### src/rtl/systolic_pkg.sv
// Shared definitions for the systolic array feeder and core:
// default widths, skewer state encoding and the drain-length helper.
package systolic_pkg;

  localparam int DEFAULT_ARRAY_DIM    = 4;
  localparam int DEFAULT_DATA_WIDTH   = 16;
  localparam int DEFAULT_WEIGHT_WIDTH = 8;
  localparam int DEFAULT_ACCUM_WIDTH  = 32;

  typedef enum logic [1:0] {
    SK_IDLE   = 2'd0,
    SK_LOAD_W = 2'd1,
    SK_STREAM = 2'd2,
    SK_DRAIN  = 2'd3
  } skew_state_e;

  // Cycles spent flushing zeros after the last vector so the final
  // result wavefront has left a dim x dim array.
  function automatic int drain_cycles(input int dim);
    return 2 * dim - 1;
  endfunction

endpackage

### src/rtl/skew_delay_line.sv
// Fixed-depth shift register for one activation lane (data + valid).
// Shifts only when enabled; a synchronous clear wipes every stage so a
// new tile never sees leftovers from the previous one.
module skew_delay_line #(
  parameter int DEPTH = 1,
  parameter int WIDTH = 17
) (
  input  logic             clk,
  input  logic             rst_n,
  input  logic             i_en,
  input  logic             i_clr,
  input  logic [WIDTH-1:0] i_d,
  output logic [WIDTH-1:0] o_q
);

  logic [WIDTH-1:0] r_stage [DEPTH];

  // Stage 0 takes the lane input, later stages take their predecessor.
  always_ff @(posedge clk or negedge rst_n) begin
    if (!rst_n) begin
      for (int i = 0; i < DEPTH; i++) r_stage[i] <= '0;
    end else if (i_clr) begin
      for (int i = 0; i < DEPTH; i++) r_stage[i] <= '0;
    end else if (i_en) begin
      r_stage[0] <= i_d;
      for (int i = 1; i < DEPTH; i++) r_stage[i] <= r_stage[i-1];
    end
  end

  assign o_q = r_stage[DEPTH-1];

endmodule

### src/rtl/systolic_input_skewer.sv
// Feeder for the weight-stationary systolic core. Captures a weight
// tile, strobes the core's weight load, then skews each accepted
// activation vector so lane r arrives r cycles after lane 0, and
// finally flushes zeros until the last result has left the array.
//
//   state     | meaning
//   ----------+-------------------------------------------------------
//   SK_IDLE   | waiting for start, all outputs low/zero, lanes held
//   SK_LOAD_W | one cycle, weight-load strobe to the core
//   SK_STREAM | accepting vectors (bubble when no transfer)
//   SK_DRAIN  | injecting zeros, counting down, done on count zero
module systolic_input_skewer
  import systolic_pkg::*;
#(
  parameter int ARRAY_DIM    = DEFAULT_ARRAY_DIM,
  parameter int DATA_WIDTH   = DEFAULT_DATA_WIDTH,
  parameter int WEIGHT_WIDTH = DEFAULT_WEIGHT_WIDTH
) (
  input  logic                                        clk,
  input  logic                                        rst_n,
  input  logic                                        start,
  input  logic [ARRAY_DIM*ARRAY_DIM*WEIGHT_WIDTH-1:0] weights_in_flat,
  input  logic                                        in_valid,
  output logic                                        in_ready,
  input  logic [ARRAY_DIM*DATA_WIDTH-1:0]             in_data_flat,
  input  logic                                        in_last,
  output logic                                        core_enable,
  output logic                                        load_weights_en_array,
  output logic [ARRAY_DIM*ARRAY_DIM*WEIGHT_WIDTH-1:0] core_weights_in_flat,
  output logic [ARRAY_DIM*DATA_WIDTH-1:0]             core_activation_in_flat,
  output logic [ARRAY_DIM-1:0]                        core_act_valid,
  output logic                                        busy,
  output logic                                        done
);

  localparam int W_BITS = ARRAY_DIM * ARRAY_DIM * WEIGHT_WIDTH;
  localparam int CNT_W  = $clog2(2 * ARRAY_DIM);
  // Counter is loaded with one less than the drain length: DRAIN ends
  // in the cycle where the counter reads zero.
  localparam logic [CNT_W-1:0] DRAIN_LOAD = CNT_W'(drain_cycles(ARRAY_DIM) - 1);

  skew_state_e       r_state;
  logic [CNT_W-1:0]  r_cnt;
  logic [W_BITS-1:0] r_weights;
  logic              r_load_we;
  logic              r_core_en;
  logic              r_in_ready;
  logic              r_busy;
  logic              r_done;

  logic w_xfer;
  logic w_lane_clr;
  logic w_lane_shift;

  // r_in_ready is high exactly while in SK_STREAM, so it doubles as the
  // handshake qualifier.
  assign w_xfer       = r_in_ready & in_valid;
  assign w_lane_clr   = (r_state == SK_IDLE) & start;
  assign w_lane_shift = (r_state != SK_IDLE);

  // Sequencer with registered outputs; each transition sets the outputs
  // that belong to the destination state.
  always_ff @(posedge clk or negedge rst_n) begin
    if (!rst_n) begin
      r_state    <= SK_IDLE;
      r_cnt      <= '0;
      r_weights  <= '0;
      r_load_we  <= 1'b0;
      r_core_en  <= 1'b0;
      r_in_ready <= 1'b0;
      r_busy     <= 1'b0;
      r_done     <= 1'b0;
    end else begin
      case (r_state)
        SK_IDLE: begin
          if (start) begin
            r_state   <= SK_LOAD_W;
            r_weights <= weights_in_flat;
            r_load_we <= 1'b1;
            r_core_en <= 1'b1;
            r_busy    <= 1'b1;
          end
        end
        SK_LOAD_W: begin
          r_state    <= SK_STREAM;
          r_load_we  <= 1'b0;
          r_in_ready <= 1'b1;
        end
        SK_STREAM: begin
          if (w_xfer && in_last) begin
            r_state    <= SK_DRAIN;
            r_cnt      <= DRAIN_LOAD;
            r_in_ready <= 1'b0;
            r_done     <= (DRAIN_LOAD == '0);
          end
        end
        SK_DRAIN: begin
          if (r_cnt == '0) begin
            // Weights are dropped too so IDLE presents an all-zero face.
            r_state   <= SK_IDLE;
            r_done    <= 1'b0;
            r_core_en <= 1'b0;
            r_busy    <= 1'b0;
            r_weights <= '0;
          end else begin
            r_cnt  <= r_cnt - CNT_W'(1);
            r_done <= (r_cnt == CNT_W'(1));
          end
        end
        default: begin
          r_state <= SK_IDLE;
        end
      endcase
    end
  end

  assign in_ready              = r_in_ready;
  assign core_enable           = r_core_en;
  assign load_weights_en_array = r_load_we;
  assign core_weights_in_flat  = r_weights;
  assign busy                  = r_busy;
  assign done                  = r_done;

  // Lane r gets r+1 stages; lane 0 is just an output register.
  for (genvar gi = 0; gi < ARRAY_DIM; gi++) begin : g_lane
    logic [DATA_WIDTH:0] w_lane_d;
    logic [DATA_WIDTH:0] w_lane_q;

    assign w_lane_d = w_xfer ? {1'b1, in_data_flat[gi*DATA_WIDTH +: DATA_WIDTH]} : '0;

    skew_delay_line #(
      .DEPTH (gi + 1),
      .WIDTH (DATA_WIDTH + 1)
    ) u_delay (
      .clk   (clk),
      .rst_n (rst_n),
      .i_en  (w_lane_shift),
      .i_clr (w_lane_clr),
      .i_d   (w_lane_d),
      .o_q   (w_lane_q)
    );

    assign core_activation_in_flat[gi*DATA_WIDTH +: DATA_WIDTH] = w_lane_q[DATA_WIDTH-1:0];
    assign core_act_valid[gi] = w_lane_q[DATA_WIDTH];
  end

endmodule
### config.mk
export PLATFORM = sky130hd
export DESIGN_NAME = systolic_input_skewer
export DESIGN_NICKNAME = d
export VERILOG_FILES = /design/src/rtl/systolic_pkg.sv /design/src/rtl/skew_delay_line.sv /design/src/rtl/systolic_input_skewer.sv
export SDC_FILE = /design/constraint.sdc
export NUM_CORES = 1
export LEC_CHECK = 0
export BUFFER_PORTS_ARGS = -buffer_cell sky130_fd_sc_hd__clkbuf_2
export CAP_MARGIN = 20
export CORE_MARGIN = 2
export CORE_UTILIZATION = 50
export DETAILED_ROUTE_END_ITERATION = 16
export PLACE_DENSITY = 0.77
export SLEW_MARGIN = 10
export SYNTH_ARGS = -nofsm -noshare
export SYNTH_HDL_FRONTEND = slang
export SYNTH_SLANG_ARGS = --single-unit
### constraint.sdc
create_clock -name clk -period 3.85 [get_ports clk]
set_input_delay 0.77 -clock clk [delete_from_list [all_inputs] [get_ports clk]]
set_output_delay 0.77 -clock clk [all_outputs]
set_load 0.005 [all_outputs]
Word level (Yosys, flattened, before mapping) --
Index checks and enable logic that the tools add are counted.
Operators by class: $add $sub $neg 1, equality and inequality tests 8, multiplexer cells 30, bitwise logic cells 2, reductions and logical operators 15
Operators by type and width (number):
- two-way mux 128 bit | 2
- one-hot mux 128 bit (2 select lines) | 1
- two-way mux 68 bit | 2
- two-way mux 17 bit | 6
- two-way mux 51 bit | 2
- two-way mux 34 bit | 2
- nonzero test 2 bit | 6
- AND reduction 3 bit | 3
- != test 2 bit, second input constant | 4
- one-hot mux 1 bit (2 select lines) | 4
- one-hot mux 2 bit (4 select lines) | 1
- two-way mux 2 bit | 3
- two-way mux 3 bit | 2
- one-hot mux 3 bit (2 select lines) | 1
- AND reduction 2 bit | 3
- equality test 2 bit, second input constant | 2
- two-way mux 1 bit | 4
- equality test 3 x 1 -> 1 bit, second input constant | 1
- logical NOT 3 bit | 1
- subtractor 3 x 1 -> 3 bit, second input constant | 1
- AND 1 bit | 2
- equality test 2 x 1 -> 1 bit, second input constant | 1
- logical NOT 2 bit | 1
- logical AND 1 bit | 1
Storage, ports and cells: bits in registers 307, input bits 197, output and inout bits 201, word-level logic and storage cells 73

Longest topological paths before layout --
Gate-level depths: netlist of run 1.
word-level depth 4, depth in mapped cells 9

By module --
Synthesis of run 1 repeated with hierarchy kept, for this count alone.
Unflattened totals: cell total of the unflattened synthesis 1023, area, all modules 12993.7 µm²
By module, submodules not included:
- systolic_input_skewer | times used 1, cells each 422, area each 5649.2 µm², sequential area each 3428.3 µm²
- skew_delay_line at g_lane[3].u_delay | times used 1, cells each 237, area each 2892.8 µm², sequential area each 1701.6 µm²
- skew_delay_line at g_lane[2].u_delay | times used 1, cells each 182, area each 2215.9 µm², sequential area each 1276.2 µm²
- skew_delay_line at g_lane[1].u_delay | times used 1, cells each 127, area each 1536.5 µm², sequential area each 850.8 µm²
- skew_delay_line at g_lane[0].u_delay | times used 1, cells each 55, area each 699.4 µm², sequential area each 425.4 µm²

Least setup slack after synthesis of run 1 --
No wires, ideal clock.
kind reg2reg, start register r_state[0], end register r_weights[75] (netlist: core_weights_in_flat[75]), arrival 1747 ps, data required time 3729 ps, slack 1982 ps, stages on the path, launching flop included 10, clock period less this slack 1868 ps, cells stage by stage dfrtp_1 > inv_1 > ha_1 > buf_2 > nor2b_1 > buf_2 > a211o_1 > buf_4 > buf_6 > a22o_1
On the way: word-level cells in the longest chain between the ends 3, elaborated cells on any way between the ends 7, classes of those cells 3 x eq/ne; 1 x mux; 3 x reduce/logical
Ends and longest elaborated chain:
- from (decl) | line systolic_input_skewer.sv:42 | skew_state_e r_state;
- from (signal assigned) | line systolic_input_skewer.sv:65 | r_state <= SK_IDLE;
- from (signal assigned) | line systolic_input_skewer.sv:77 | r_state <= SK_LOAD_W;
- from (signal assigned) | line systolic_input_skewer.sv:85 | r_state <= SK_STREAM;
- equality test 2 bit or logical NOT 2 bit (tied branches) | line systolic_input_skewer.sv:74 | case (r_state)
- != test 2 bit (no line) or nonzero test 2 bit (tied branches)
- AND reduction 3 bit (no line)
- to (signal assigned) | line systolic_input_skewer.sv:78 | r_weights <= weights_in_flat;
- to (decl) | line systolic_input_skewer.sv:44 | logic [W_BITS-1:0] r_weights;
Several ways; a longest one is shown, not always the timed one. A chain may end at the register's enable or synchronous reset.

Final worst setup path of run 1 --
start register r_state[0], end register r_weights[53] (netlist: core_weights_in_flat[53])
The elaborated chain is that of the path after synthesis.

==> results of run 1 <==
[synth_stat cells (3+ instances only)]
library cell,count
dfrtp_1,301
a22o_1,193
inv_1,105
o21ai_0,97
buf_4,54
nand2_1,52
nand3b_1,46
clkbuf_1,35
buf_6,12
buf_2,11
buf_1,10
ha_1,8
o22ai_1,5
and3_1,3
nand2b_1,3
nor2_1,3
[cell families (layout without fill, tap and decap cells)]
logic type | Yosys count | count (layout)
other | 0 | 6
flip-flops | 301 | 301
buffers and inverters | 227 | 572
AO/OA/AOI/OAI | 309 | 309
adder cells (fa/ha/maj) | 8 | 8
multiplexers | 1 | 1
AND/OR/NAND/NOR | 111 | 111
[routing by layer]
layer	part of all wire (%)	track usage [%]	up-vias
met5	0	0	-
met4	4.1	10.6	0
met3	6.1	4.68	73
met2	50	38.2	316
met1	40	30.3	4163
li1	-	-	3939
[state kept, by name, indices dropped and copies added (netlist names)]
name / flops
core_weights_in_flat: 128
g_lane.u_delay.r_stage: 98
g_lane.u_delay.o_q: 66
r_cnt: 3
r_state: 2
busy: 1
done: 1
in_ready: 1
load_weights_en_array: 1
[report_power, final]
part / switching, mW / leakage [nW] / internal, mW / total [mW]
Combinational: 1.92 / 3.13 / 1.56 / 3.48
Clock: 1.23 / 0.520 / 1.82 / 3.05
Sequential: 0.697 / 4.02 / 4.31 / 5.01
[critical path, cell delays in order (launching register included)]
cell	delay, ps
dfrtp_1	420
inv_1	160
ha_4	570
nor2b_4	280
a211o_4	640
buf_4	550
a22o_1	210
[final cells by class]
class,instances,area (um2),share of cell area (%)
flip-flops and latches,301,7530,51.5
multi-input cells,429,3080,21.1
diodes,6,15.0,0.103
inverters,105,394,2.70
well taps,319,399,2.73
clock inverters,14,169,1.16
repair buffers,410,2130,14.6
clock buffers,43,891,6.09
[path summary, 6_finish.rpt]
path                            slack [ps]                                         to  cells after the start
worst max register to register         860       core_weights_in_flat[53]$_DFFE_PN0P_                      6
worst min register to register         480       g_lane[2].u_delay.o_q[2]$_DFFE_PN0P_                      2
min in group clk                       440       core_weights_in_flat[70]$_DFFE_PN0P_                      2
worst max-delay path                   860       core_weights_in_flat[53]$_DFFE_PN0P_                      6
max in group asynchronous             2720       g_lane[3].u_delay.o_q[3]$_DFFE_PN0P_                      2
worst min-delay path                   270  g_lane[1].u_delay.r_stage[24]$_DFFE_PN0P_                      1
[metrics by stage]
stage | instance area (um2) | util [%]
5_1_grt | 14600 | 62.8
2_1_floorplan | 11700 | -
3_5_place_dp | 13500 | 58.2
4_1_cts | 14600 | 62.8
6_report | 14600 | 62.8
3_3_place_gp | 13500 | 58.2
==> summary.txt, run 1 <==
Yosys
  – Mean post-synth cell area: 12.3 um2
  – Post-synth top flop: dfrtp_1
  – Area share of xor/xnor cells in the synthesized design: 0%
  – Post-synthesis cell count: 957
  – Synth Area in Compound Gates: 19.8%
  – Largest family of logic cells by synthesized area: compound AO/OA/AOI/OAI gates
  – Post-Syn Nets: 1162
  – Number of synthesized flops with an enable pin: 0
  – Mux cell area share after synthesis: less than 1%
  – Adder-cell share of the synthesized area: 0.853%
  – Asr flop ratio synth: 100%
  – Cell area after synthesis: 11700 um2
  – Synthesis warning total: 0
  – Area leader, netlist: dfrtp_1
  – Post-Synth Simple-Gate Area: roughly 5.2%
  – Post-synthesis sequential area ratio: 64.2%
  – Synth top area share: roughly 64%
  – Number of distinct library cells after synthesis: 32
  – Yosys reg bits: 301
  – Area contributors post-synth: dfrtp_1, a22o_1, o21ai_0, buf_4, inv_1

Critical path
  – CP Launch Type: flip-flop
  – WS Path Type: flip-flop to flip-flop
  – Worst path required time: 4330 ps
  – Arr. time, crit path: approximately 3500 ps
  – Worst setup startpoint: r_state[0]$_DFFE_PN0P_
  – CP Max Fanout: 86
  – Reg2Reg Launch Point: r_state[0]$_DFFE_PN0P_
  – Crit end category: flip-flop

Hold path
  – Min-Delay Path Class: input port to async pin

Clocking
  – CTS tree: yes
  – Hold Buf Count CTS: 0
  – Reg clk slew, reported paths: 60 ps
  – Htree depth: 1
  – Clock latency on the worst-skew pair: 550 ps
  – Num CTS Buffers: 31
  – Clk buf depth: 3
  – Post-CTS Resized: 0
  – CTS Sinks: 301
  – Setup bufs post-CTS: 0
  – CTS root buf: clkbuf_16

Timing
  – Final hold vios: 0
  – Worst Setup Slack, final: around 860 ps
  – Setup Skew: 11.6 ps
  – Tcrit/Tclk final: ~78%
  – Slew @ Worst Pin: 879 ps
  – Max Freq: 335 MHz
  – Slew HR: 41.4%
  – TNS Setup: 0 ps
  – Min Hold Slack: 275 ps
  – Pins Over Slew Limit: 0
  – Setup Viol. Count Final: 0
  – RSZ-0062 raised after global routing: no
  – Min Clock Period, post-route: 2990 ps

Floorplan
  – Row count: 56
  – Die area: 24700 um2
  – IO Pins: approximately 400
  – Horiz. Die Dim: 157 um
  – Die height: 157 um
  – Core area: 23300 um2
  – Starting Density: 50.4%

Power and ir drop
  – VDD IR-drop max: 0.000462 V
  – Pwr/cell area: 789 nW/um2
  – Power, Total: 11.5 mW
  – Leak: 7.67 nW

Global route
  – First-pass GRT wire length: 45300 um
  – Vias in the first global route: just over 8000
  – Pin count of the biggest net entering global routing: 106
  – Gr usage total: 23.4%
  – Antenna violations before repair: 6
  – Grt ovf: 0

Place
  – Dpl hpwl: 20600 um
  – Worst slack at placement: 881 ps
  – Port Buffers: 397
  – Routability cong.: 0.843
  – Dpl cells: 1564

Status
  – Status: finished, final reports clean

Flow run
  – Max-cap violation count: 0

Route
  – Via count: ~8500
  – Wire length per cell: 18.3 um
  – DR pass1 iterations: 5
  – Final WL: 29800 um
  – Via/cell ratio: 5.22
  – Iteration-0 DRC Markers: approximately 560
  – Drt drc: 0
  – Post-route ant nets: 0

Cells and area
  – Final std cells w/o fill: roughly 1600
  – Ratio of cells with drive above 1 in the final layout: 35.9%
  – Most frequent cells in the layout: clkbuf_2, dfrtp_1, a22o_1
  – NumNets Final: between 1000 and 1500
  – Area Growth Syn to Fin: 24.6%
  – Commonest non-fill, non-tap cell in the layout: clkbuf_2
  – Fill count: 1844
Power figures use the tool's default switching activity.
==> inputs of run 2 (changes only) <==
Settings changed: CORE_UTILIZATION 50 to 45, PLACE_DENSITY 0.77 to 0.73.
Clock period 3.85 ns to 2.6 ns, I/O delays scaled along.
==> summary.txt, run 2 (synthesized netlist as in run 1, its figures left out) <==
Status
  – Status: finished, final reports clean

Clocking
  – Htree depth: 1 (unchanged)
  – Reg clk slew, reported paths: 60 ps (about the same)
  – CTS Sinks: 301 (unchanged)
  – Clock latency on the worst-skew pair: 540 ps (about the same)
  – CTS root buf: clkbuf_16
  – Setup bufs post-CTS: 0 (unchanged)
  – CTS tree: yes
  – Post-CTS Resized: 0 (unchanged)
  – Hold Buf Count CTS: 1 (+1)
  – Clk buf depth: 3 (unchanged)
  – Num CTS Buffers: 31 (unchanged)

Timing
  – Max Freq: 464 MHz (+39%)
  – RSZ-0062 raised after global routing: no
  – Setup Skew: 8.65 ps (-3.00 ps)
  – Min Clock Period, post-route: 2160 ps (-832 ps)
  – Tcrit/Tclk final: 82.9% (+5.3 points)
  – Final hold vios: 0 (unchanged)
  – Setup Viol. Count Final: 0 (unchanged)
  – Worst Setup Slack, final: 445 ps (-418 ps)
  – Slew HR: 43.1% (+1.8 points)
  – Min Hold Slack: 190 ps (-85.2 ps)
  – Pins Over Slew Limit: 0 (unchanged)
  – Slew @ Worst Pin: 853 ps (-26.4 ps)
  – TNS Setup: 0 ps (unchanged)

Route
  – Via/cell ratio: 5.18 (-0.67%)
  – Via count: 8512 (+0.25%)
  – Drt drc: 0 (unchanged)
  – Post-route ant nets: 0 (unchanged)
  – Wire length per cell: 18.2 um (-0.83%)
  – Final WL: 29900 um (about the same)
  – DR pass1 iterations: 5 (unchanged)
  – Iteration-0 DRC Markers: 694 (+23%)

Floorplan
  – Starting Density: 45.4% (-5.0 points)
  – IO Pins: 398 (unchanged)
  – Die area: 27400 um2 (+11%)
  – Core area: 25800 um2 (+11%)
  – Die height: 165 um (+5.3%)
  – Horiz. Die Dim: 165 um (+5.3%)
  – Row count: 59 (+5.4%)

Critical path
  – Crit end category: flip-flop
  – CP max-delay cell: buf_4
  – R2R Setup Slk: 440 ps (-420 ps)
  – Worst path required time: 3080 ps (-1250 ps)
  – Slowest stage delay, CP: 680 ps (+40 ps)
  – Arr. time, crit path: 2640 ps (-830 ps)
  – CP Launch Type: flip-flop
  – FF-to-FF End: r_state[0]$_DFFE_PN0P_
  – Reg2Reg Launch Point: r_state[0]$_DFFE_PN0P_
  – WS Path Type: flip-flop to flip-flop
  – CP Max Fanout: 103 (+20%)
  – Crit-path cells: inv_1, ha_4, buf_4, nand2b_1, o21ai_0, o32a_1
  – FF-to-FF path depth: 6 (unchanged)
  – CP bufs+invs: 2 (unchanged)
  – Largest delay share family, worst path: buffers and inverters

Place
  – Routability cong.: 0.783 (-7.2%)
  – Dpl cells: 1585 (+1.3%)
  – Worst slack at placement: 475 ps (-406 ps)
  – Port Buffers: 397 (unchanged)
  – Dpl hpwl: 20300 um (-1.6%)
  – DP Area: 13600 um2 (+0.79%)

Cells and area
  – Design area: 14800 um2 (+1.4%)
  – Most frequent cells in the layout: clkbuf_2, dfrtp_1, a22o_1
  – Number of flip-flops in the largest register: 128 (unchanged)
  – Area Growth Syn to Fin: 26.3%
  – Diode count: 0 (-6)
  – Commonest non-fill, non-tap cell in the layout: clkbuf_2
  – NumNets Final: 1489 (+0.40%)
  – Final std cells w/o fill: 1642 (+0.92%)
  – Ratio of cells with drive above 1 in the final layout: 36.3% (+0.40 points)
  – Final Util: 57.3% (-5.5 points)

Power and ir drop
  – VDD IR-drop max: 0.000771 V (+67%)
  – Power, Total: 17.6 mW (+53%)
  – Switching power of the nets: 5.77 mW (+50%)
  – Combinational power share: 30.1% (about the same)
  – Clock network power share: 27.8% (+1.4 points)
  – Flop pwr share: 42.1% (-1.3 points)
  – Leak: 7.77 nW (+1.3%)
  – Pint: 11.9 mW (+54%)
  – Pwr/cell area: 1190 nW/um2 (+51%)
  – Switching Share: 32.7% (-0.61 points)

Global route
  – Vias in the first global route: 8204 (-0.85%)
  – Pin count of the biggest net entering global routing: 115 (+8.5%)
  – First-pass GRT wire length: 44900 um (-0.84%)
  – Grt ovf: 0 (unchanged)
  – Antenna violations before repair: 2 (-4)
  – Gr usage total: 20.8% (-2.6 points)

Hold path
  – Hold path start: in_data_flat[49]
  – Min-Delay Path Class: input port to flip-flop
  – Hold depth: 2
  – Hold Path Sink: g_lane[3].u_delay.r_stage[52]$_DFFE_PN0P_

Flow run
  – Max-cap violation count: 0 (unchanged)
[run 2: layout make-up]
class	instances	area [um2]
fill	2219	11000
inverter	105	394
sequential	301	7530
clock buffer	44	935
tap	335	419
clock inverter	12	221
multi-input combinational	429	3080
timing repair buffer	416	2230
[run 2: worst max-delay path by stage]
stage / start / endpoint / slack (ps) / cells past startpoint
floorplan: r_state[0]$_DFFE_PN0P_ / core_weights_in_flat[75]$_DFFE_PN0P_ / 730 / 9
global placement: r_state[0]$_DFFE_PN0P_ / r_state[0]$_DFFE_PN0P_ / 550 / 6
detailed placement: r_state[0]$_DFFE_PN0P_ / r_state[0]$_DFFE_PN0P_ / 480 / 6
CTS: r_state[0]$_DFFE_PN0P_ / r_state[0]$_DFFE_PN0P_ / 460 / 6
global route: r_state[0]$_DFFE_PN0P_ / r_state[0]$_DFFE_PN0P_ / 170 / 6
finish: r_state[0]$_DFFE_PN0P_ / r_state[0]$_DFFE_PN0P_ / 440 / 6
[run 2: power by group through the flow]
stage	Combinational [mW]	Clock [mW]	Sequential, mW
global route	5.88	5.20	7.63
detailed placement	5.36	0	7.42
finish	5.31	4.90	7.42
floorplan	3.54	0	7.31
global placement	5.18	0	7.42
CTS	5.37	4.98	7.41
[run 2: metal layers]
layer	track usage, %	part of all wire [%]
met3	3.75	6.1
met2	34.2	50
met4	5.80	2.5
met1	28.5	42
met5	0	0.084
==> inputs of run 3 (changes only) <==
Settings changed: ABC_AREA set to 1, CORE_UTILIZATION 45 to 46, PLACE_DENSITY 0.73 to 0.74.
Clock period 2.6 ns to 1.79 ns, I/O delays scaled along.
==> summary.txt, run 3 <==
Status
  – Status: finished, final reports clean

Yosys
  – Number of synthesized flops with an enable pin: 0 (unchanged)
  – Post-synth top flop: dfrtp_1
  – Top-count cell post-synth: nand2_1
  – Synth top area share: 63.3% (-0.89 points)
  – Yosys reg bits: 301 (unchanged)
  – Post-synthesis sequential area ratio: 63.3% (-0.89 points)
  – Largest family of logic cells by synthesized area: simple AND/OR/NAND/NOR gates
  – Cell area after synthesis: 11900 um2 (+1.4%)
  – Area leader, netlist: dfrtp_1
  – Mux cell area share after synthesis: 0% (-0.096 points)
  – Number of distinct library cells after synthesis: 17 (-47%)
  – Post-Synth Simple-Gate Area: 19.0% (+14 points)
  – Asr flop ratio synth: 100% (unchanged)
  – Synthesis warning total: 0 (unchanged)
  – Most frequent cells after synthesis: nand2_1, dfrtp_1, inv_1
  – Area contributors post-synth: dfrtp_1, nand2_1, buf_4, inv_1, nand3_1
  – Mean post-synth cell area: 9.35 um2 (-24%)
  – Post-Syn Nets: 1478 (+27%)
  – Synth Area in Compound Gates: 6.85% (-13 points)
  – Adder-cell share of the synthesized area: 0.841% (-0.012 points)
  – Area share of xor/xnor cells in the synthesized design: 0% (unchanged)
  – Post-synthesis cell count: 1273 (+33%)

Power and ir drop
  – Pwr/cell area: 1720 nW/um2 (+44%)
  – Flop pwr share: 39.2% (-2.9 points)
  – Power, Total: 26.2 mW (+49%)
  – Combinational power share: 33.0% (+2.9 points)
  – Switching Share: 35.1% (+2.4 points)
  – VDD IR-drop max: 0.000991 V (+29%)
  – Pint: 17.0 mW (+44%)
  – Leak: 8.51 nW (+9.5%)
  – Switching power of the nets: 9.22 mW (+60%)
  – Clock network power share: 27.7% (about the same)

Route
  – Wire length per cell: 16.1 um (-12%)
  – Via/cell ratio: 4.88 (-5.8%)
  – Final WL: 31800 um (+6.4%)
  – Via count: 9653 (+13%)
  – Post-route ant nets: 0 (unchanged)
  – Iteration-0 DRC Markers: 682 (-1.7%)
  – Drt drc: 0 (unchanged)
  – DR pass1 iterations: 5 (unchanged)

Place
  – Routability cong.: 0.830 (+6.0%)
  – Dpl hpwl: 22200 um (+9.6%)
  – DP Area: 14000 um2 (+2.9%)
  – Port Buffers: 397 (unchanged)
  – Worst slack at placement: 106 ps (-369 ps)

Critical path
  – CP Max Fanout: 47 (-54%)
  – Reg2Reg Launch Point: r_state[1]$_DFFE_PN0P_
  – Crit end category: flip-flop
  – WS Path Type: flip-flop to flip-flop
  – FF-to-FF End: core_weights_in_flat[18]$_DFFE_PN0P_
  – Worst setup startpoint: r_state[1]$_DFFE_PN0P_
  – CP Launch Type: flip-flop
  – Arr. time, crit path: 2010 ps (-630 ps)
  – Worst path required time: 2160 ps (-920 ps)
  – FF-to-FF path depth: 7 (+1)
  – R2R Setup Slk: 140 ps (-300 ps)

Timing
  – Min Clock Period, post-route: 1650 ps (-509 ps)
  – TNS Setup: 0 ps (unchanged)
  – Worst Setup Slack, final: 143 ps (-301 ps)
  – Setup Viol. Count Final: 0 (unchanged)
  – Final hold vios: 0 (unchanged)
  – Slew @ Worst Pin: 612 ps (-241 ps)
  – Setup Skew: 10.4 ps (+1.72 ps)
  – Pins Over Slew Limit: 0 (unchanged)
  – Max Freq: 607 MHz (+31%)
  – RSZ-0062 raised after global routing: no
  – Tcrit/Tclk final: 92.0% (+9.1 points)
  – Slew HR: 59.2% (+16 points)
  – Min Hold Slack: 60.3 ps (-129 ps)

Global route
  – Grt met2 use: 36.1% (+1.9 points)
  – First-pass GRT wire length: 49100 um (+9.5%)
  – Antenna violations before repair: 5 (+3)
  – GR met3 Demand/Resource: 5.55% (+1.8 points)
  – Pin count of the biggest net entering global routing: 79 (-31%)
  – Gr usage total: 22.7% (+1.9 points)
  – Vias in the first global route: 9416 (+15%)
  – Met1 Resource Use GR: 30.6% (+2.1 points)
  – GR peak layer: met2
  – Grt ovf: 0 (unchanged)

Cells and area
  – Commonest non-fill, non-tap cell in the layout: nand2_1
  – Design area: 15300 um2 (+3.2%)
  – NumNets Final: 1826 (+23%)
  – Area Growth Syn to Fin: 28.5%
  – Ratio of cells with drive above 1 in the final layout: 30.4% (-5.9 points)
  – Most frequent cells in the layout: nand2_1, clkbuf_2, dfrtp_1
  – Number of flip-flops in the largest register: 128 (unchanged)

Floorplan
  – Core area: 25300 um2 (-2.3%)
  – Die area: 27200 um2 (-0.78%)
  – Row count: 58 (-1.7%)
  – Horiz. Die Dim: 165 um (-0.39%)
  – Die height: 165 um (-0.39%)
  – Starting Density: 47.1% (+1.7 points)
  – IO Pins: 398 (unchanged)

Flow run
  – Max-cap violation count: 0 (unchanged)

Clocking
  – CTS Sinks: 301 (unchanged)
  – CTS tree: yes
  – CTS root buf: clkbuf_16
  – Num CTS Buffers: 34 (+9.7%)
  – Clock latency on the worst-skew pair: 490 ps (-50 ps)
  – Htree depth: 2 (+1)
  – Reg clk slew, reported paths: 60 ps (about the same)
  – Clk buf depth: 3 (unchanged)

Hold path
  – Hold depth: 3 (+1)
  – Hold Path Sink: core_weights_in_flat[101]$_DFFE_PN0P_
  – Min-Delay Path Class: input port to flip-flop
  – Hold path start: weights_in_flat[101]
run 3: stage by stage:
stage | std cells | utilization (%)
final | 1977 | 60.5
after global routing | 1977 | 60.5
after CTS | 1973 | 60.4
after detailed placement | 1912 | 55.6
after floorplan | 1273 | -
after global placement | 1912 | 55.6
run 3: final cells by class:
class                      instances  area, um2
sequential                       301       7530
clock buffer                      51       1070
clock inverter                     9        129
antenna                            2       5.00
multi-input combinational        734       3220
timing repair buffer             435       2490
inverter                         115        432
tap                              330        413
fill                            2178       9970
run 3: cells by family after synthesis:
family,Yosys count
AND/OR/NAND/NOR,576
flip-flops,301
adder cells (fa/ha/maj),8
AO/OA/AOI/OAI,150
buffers and inverters,238
run 3: repair_timing:
action                                  4_1_cts  5_1_grt
gates resized for setup                       0        2
hold endpoints to repair                     46        0
hold buffers                                  1        0
endpoints found under the setup margin        0        1
setup buffers                                 0        1
run 3: worst max path at each step:
stage	slack, ps	end	cells after the start
floorplan	310	core_weights_in_flat[0]$_DFFE_PN0P_	9
global placement	200	core_weights_in_flat[117]$_DFFE_PN0P_	7
detailed placement	110	core_weights_in_flat[18]$_DFFE_PN0P_	8
CTS	90	core_weights_in_flat[18]$_DFFE_PN0P_	8
global route	8	core_weights_in_flat[117]$_DFFE_PN0P_	7
finish	140	core_weights_in_flat[18]$_DFFE_PN0P_	7
run 3: power by group through the flow:
stage | Clock (mW) | Sequential [mW] | Combinational (mW)
detailed placement | 0 | 10.4 | 8.71
global placement | 0 | 10.3 | 8.42
global route | 7.72 | 10.5 | 9.80
floorplan | 0 | 10.3 | 5.46
CTS | 7.42 | 10.3 | 8.74
finish | 7.28 | 10.3 | 8.67
run 3: layer usage:
| metal | part of all wire (%) | wire length (um) |
|---|---|---|
| met5 | 0.076 | 24 |
| met4 | 3.1 | 969 |
| met3 | 6.9 | 2200 |
| met2 | 48 | 15100 |
| met1 | 42 | 13400 |
run 3: critical path, stage by stage (launching register included):
cell,delay [ps]
dfrtp_1,420
ha_1,360
inv_2,80
nand2_1,120
nand3_4,150
buf_12,210
nand2_1,80
nand2_1,70
